$ cat src/rtl/mmio_initiator.sv
// mmio_initiator: issues one MMIO read or write at a time to an AFU and
// reports a single completion per accepted command.
//
// Ports:
//   clk, rst            rising-edge clock, asynchronous active-high reset
//   cmd_valid/ready     command handshake (ready only while idle)
//   cmd_wr/addr/data    command: 1 = write, 0 = read; word address; write data
//   mmio_wr_valid       one-cycle write request pulse
//   mmio_rd_valid       one-cycle read request pulse
//   mmio_addr/tid/data  request fields, held between pulses
//   rsp_valid/tid/data  AFU read response
//   done_valid          one-cycle completion pulse
//   done_data/err       completion data and status
//                       (00 ok, 01 timeout, 10 TID mismatch, 11 misaligned)
//   stray_cnt           saturating count of responses seen outside WAIT_RSP
module mmio_initiator #(
  parameter int unsigned TIMEOUT_CYCLES = 256
) (
  input  logic        clk,
  input  logic        rst,
  input  logic        cmd_valid,
  output logic        cmd_ready,
  input  logic        cmd_wr,
  input  logic [15:0] cmd_addr,
  input  logic [63:0] cmd_data,
  output logic        mmio_wr_valid,
  output logic        mmio_rd_valid,
  output logic [15:0] mmio_addr,
  output logic [8:0]  mmio_tid,
  output logic [63:0] mmio_data,
  input  logic        rsp_valid,
  input  logic [8:0]  rsp_tid,
  input  logic [63:0] rsp_data,
  output logic        done_valid,
  output logic [63:0] done_data,
  output logic [1:0]  done_err,
  output logic [7:0]  stray_cnt
);

  localparam int unsigned CW = $clog2(TIMEOUT_CYCLES + 1);

  typedef enum logic [1:0] {
    IDLE,
    ISSUE,
    WAIT_RSP,
    DONE
  } state_t;

  state_t        state;
  logic          wr_q;
  logic [8:0]    tid_ctr;
  logic [CW-1:0] tmo_cnt;
  logic          tmo_hit;

  // Ready is a decode of IDLE, forced low while reset is held.
  assign cmd_ready = !rst && (state == IDLE);

  // Counter starts at 0 on entry to WAIT_RSP, so the last waiting cycle
  // is the one where it reads TIMEOUT_CYCLES-1.
  assign tmo_hit = (tmo_cnt == CW'(TIMEOUT_CYCLES - 1));

  always_ff @(posedge clk or posedge rst) begin
    if (rst) begin
      state         <= IDLE;
      wr_q          <= 1'b0;
      tid_ctr       <= '0;
      tmo_cnt       <= '0;
      mmio_wr_valid <= 1'b0;
      mmio_rd_valid <= 1'b0;
      mmio_addr     <= '0;
      mmio_tid      <= '0;
      mmio_data     <= '0;
      done_valid    <= 1'b0;
      done_data     <= '0;
      done_err      <= 2'b00;
      stray_cnt     <= '0;
    end else begin
      mmio_wr_valid <= 1'b0;
      mmio_rd_valid <= 1'b0;
      done_valid    <= 1'b0;

      if (rsp_valid && (state != WAIT_RSP) && (stray_cnt != 8'hFF))
        stray_cnt <= stray_cnt + 8'd1;

      case (state)
        IDLE: begin
          if (cmd_valid) begin
            wr_q <= cmd_wr;
            if (cmd_addr[0]) begin
              // Misaligned: complete without touching the AFU.
              done_valid <= 1'b1;
              done_data  <= '0;
              done_err   <= 2'b11;
              state      <= DONE;
            end else begin
              // Request pulse is registered here so it lands in the
              // cycle spent in ISSUE.
              mmio_addr <= cmd_addr;
              if (cmd_wr) begin
                mmio_data     <= cmd_data;
                mmio_wr_valid <= 1'b1;
              end else begin
                mmio_tid      <= tid_ctr;
                mmio_rd_valid <= 1'b1;
              end
              state <= ISSUE;
            end
          end
        end

        ISSUE: begin
          if (wr_q) begin
            done_valid <= 1'b1;
            done_data  <= '0;
            done_err   <= 2'b00;
            state      <= DONE;
          end else begin
            tid_ctr <= tid_ctr + 9'd1;
            tmo_cnt <= '0;
            state   <= WAIT_RSP;
          end
        end

        WAIT_RSP: begin
          if (rsp_valid) begin
            // A response takes priority over an expiring timeout.
            done_valid <= 1'b1;
            done_data  <= rsp_data;
            done_err   <= (rsp_tid == mmio_tid) ? 2'b00 : 2'b10;
            state      <= DONE;
          end else if (tmo_hit) begin
            done_valid <= 1'b1;
            done_data  <= '0;
            done_err   <= 2'b01;
            state      <= DONE;
          end else begin
            tmo_cnt <= tmo_cnt + 1'b1;
          end
        end

        DONE: begin
          state <= IDLE;
        end

        default: begin
          state <= IDLE;
        end
      endcase
    end
  end

endmodule

$ cat config.mk
export PLATFORM = sky130hd
export DESIGN_NAME = mmio_initiator
export DESIGN_NICKNAME = d
export VERILOG_FILES = /design/src/rtl/mmio_initiator.sv
export SDC_FILE = /design/constraint.sdc
export NUM_CORES = 1
export LEC_CHECK = 0
export CORE_AREA = 2 2 126 128
export DETAILED_ROUTE_END_ITERATION = 6
export DIE_AREA = 0 0 128 130
export DONT_BUFFER_PORTS = 1
export GPL_ROUTABILITY_DRIVEN = 1
export GPL_TIMING_DRIVEN = 1
export PLACE_DENSITY = 0.66
export SYNTH_ARGS = -nofsm -noshare
export SYNTH_HDL_FRONTEND = slang
export SYNTH_SLANG_ARGS = --single-unit
export TNS_END_PERCENT = 100
$ cat constraint.sdc
create_clock -name clk -period 11.45 [get_ports clk]
set_input_delay 1.145 -clock clk [delete_from_list [all_inputs] [get_ports clk]]
set_output_delay 1.145 -clock clk [all_outputs]
set_load 0.1 [all_outputs]
==> metrics.cfg <==
[yosys]
synth_area_leaders=dfrtp_1 (60%), mux2_2 (11%), o21ai_0 (6.3%), nand3_1 (4.9%), nand2_1 (2.9%)
synthesis.nets=844
synth-edff-count=0
ys_warn_count=0
ys_ff_latch=186
ys.flop_type=dfrtp_1
yosysTopAreaCell=dfrtp_1
synth_top_area_share_pct=60.24
synth_seq_area_share_pct=60.24
avgSynthCellArea_um2=11.41
synthesis.area_um2=7726
synthCells=677
synth.distinct_cells=36
synthArstFlopShare_pct=100.0

[clock_tree]
cts_buffer_depth=2
root_buffer=clkbuf_16
clkTransAtPathRegs_ns=0.07
cts_buffers=17
cts_setup_buffers=0
cts.sinks=186
clk_latency_ns=0.42
cts.htree.levels=4
post_cts_resized=0
holdBufCountCts=0
cts_tree=yes

[critical_path]
path_buf_inv=1
critPathMaxStageDelay_ns=0.92
cpLargestDelayFamily=simple AND/OR/NAND/NOR gates
path_cells=inv_1, ha_1, nor2b_2
critPathLaunchType=flop
worst_setup_path_end_kind=output port
arrival_ns=2.28
path_class=flop to output port
path_max_fanout=9
cp.required_ns=10.31
crit_slowest_cell=nor2b_2

[die]
die_h_um=130
die_x_um=128
start_util_pct=50.09
dieArea_um2=16640
rows=46
io_pins=325
coreArea_um2=15420

[layout]
layout-drive-gt1-share_pct=18.22
layout.cells.non_filler=856
fillers=1337
syn_to_final_growth_pct=8.340
diodes=0
design_area_um2=8371
fin_nets=818

[drt]
drtAntennaViolNets=0
drt_wl_total_mm=18.67
viasPerCell=5.939
post_drt_wl_per_cell_um=21.81
drtIter0Drc=300
num_vias=5084
dr.pass1.iters=5
drcViolationCount=0

[place]
dp_hpwl_mm=12.85
dp.cells=824
place.gp.congestion=0.7977
placed_cell_area_um2=7784
port_buffers=0

[sta]
slew_headroom_pct=24.11
rsz0062_at_grt=false
fmax_mhz=291.9
worst_pin_slew_ns=1.138
slew_viol_final=0
finalHoldViolations=0
fin_crit_ns=3.426
skew_ns=0.008897
fin_setup_tns_ns=0
fin_crit_sh_pct=29.92
setup_viol=0

[grt]
first_global_vias=5055
grt_usage_pct=21.61
grt_pass1_wl_mm=27.69
grt_overflow_total=0
antenna_found_initial=0
grt_max_degree=125

[flow_run]
drv_cap=0

[outcome]
status=completed

[hold_path]
min_path_type=flop to flop

==> final cells by class <==
class | count | area (um2) | area share [%]
Tap cell | 192 | 240.2 | 2.870
Clock buffer | 20 | 446.7 | 5.336
Inverter | 9 | 38.79 | 0.4634
Clock inverter | 12 | 140.1 | 1.674
Sequential cell | 186 | 4654 | 55.61
Multi-Input combinational cell | 434 | 2828 | 33.78
Timing Repair Buffer | 3 | 22.52 | 0.2691
==> metrics by stage <==
stage	hold slack [ns]	utilization [%]	setup WS [ns]
after global routing	0.5079	54.27	7.845
after global placement	0.4590	50.46	8.188
after floorplan	0.4400	-	5.248
final	0.4775	54.27	8.024
after detailed placement	0.4705	50.46	8.095
after CTS	0.4818	54.27	8.006
==> state kept, by name, indices dropped and copies added, names as in the netlist <==
register / flops
mmio_data: 64
mmio_tid: 9
done_valid: 1
mmio_wr_valid: 1
done_err: 2
mmio_addr: 15
stray_cnt: 8
done_data: 64
state: 2
tmo_cnt: 9
wr_q: 1
tid_ctr: 9
mmio_rd_valid: 1
==> synthesized netlist by cell type, types with 2 or more instances <==
master	n
a21oi_1	5
and3_1	4
and4_1	2
buf_2	11
buf_6	3
clkbuf_1	33
dfrtp_1	186
ha_1	9
inv_1	9
mux2_2	77
nand2_1	60
nand3_1	75
nand4_1	9
nor2_1	5
nor2_2	2
nor2b_1	3
o21ai_0	98
o21ai_1	41
or3_1	4
xnor2_1	21
xor2_1	5
==> cells by family after synthesis <==
logic type | count (synthesis) | synth area share, %
simple gates | 169 | 10.51
other cells | 1 | 0.04854
xor+xnor | 26 | 2.947
mux | 78 | 11.35
buf+inv | 57 | 3.287
flops | 186 | 60.24
compound gates | 151 | 10.15
fa+ha+maj | 9 | 1.458
==> placed cells by master, fill, tap and decap left out, types with 4 or more instances in the layout <==
| cell | instances |
|---|---|
| clkbuf_16 | 17 |
| mux2_2 | 77 |
| inv_1 | 8 |
| clkinv_4 | 4 |
| nand2_1 | 59 |
| or3_1 | 4 |
| and3_1 | 4 |
| nor2_1 | 5 |
| a21oi_1 | 5 |
| o21ai_1 | 41 |
| o21ai_0 | 98 |
| nand3_1 | 75 |
| xor2_1 | 5 |
| xnor2_1 | 21 |
| dfrtp_1 | 186 |
| nand4_1 | 9 |
| ha_1 | 8 |
==> path summary, 6_finish.rpt <==
check                           start       endpoint  slack [ns]  depth (start not counted)
min reg2reg                tid_ctr[8]     tid_ctr[8]        0.48                          1
max reg2reg                  state[1]  done_data[55]        8.15                          6
max                          state[0]      cmd_ready        8.02                          3
min in group asynchronous         rst     tid_ctr[1]        0.86                          1
min                        tid_ctr[8]     tid_ctr[8]        0.48                          1
max in group asynchronous         rst  mmio_data[29]        9.18                          2
==> layer usage <==
metal / vias to the layer above / global-route usage [%] / wire (um)
met4: 0 / 5.365 / 213
met1: 2539 / 25.45 / 7167
met5: - / 0 / 0
met3: 19 / 9.963 / 1929
li1: 2303 / - / -
met2: 223 / 36.30 / 9361
Power is left out: the tool's default activity adds up to more than one toggle a clock period on the data nets, which glitch-free logic cannot reach.
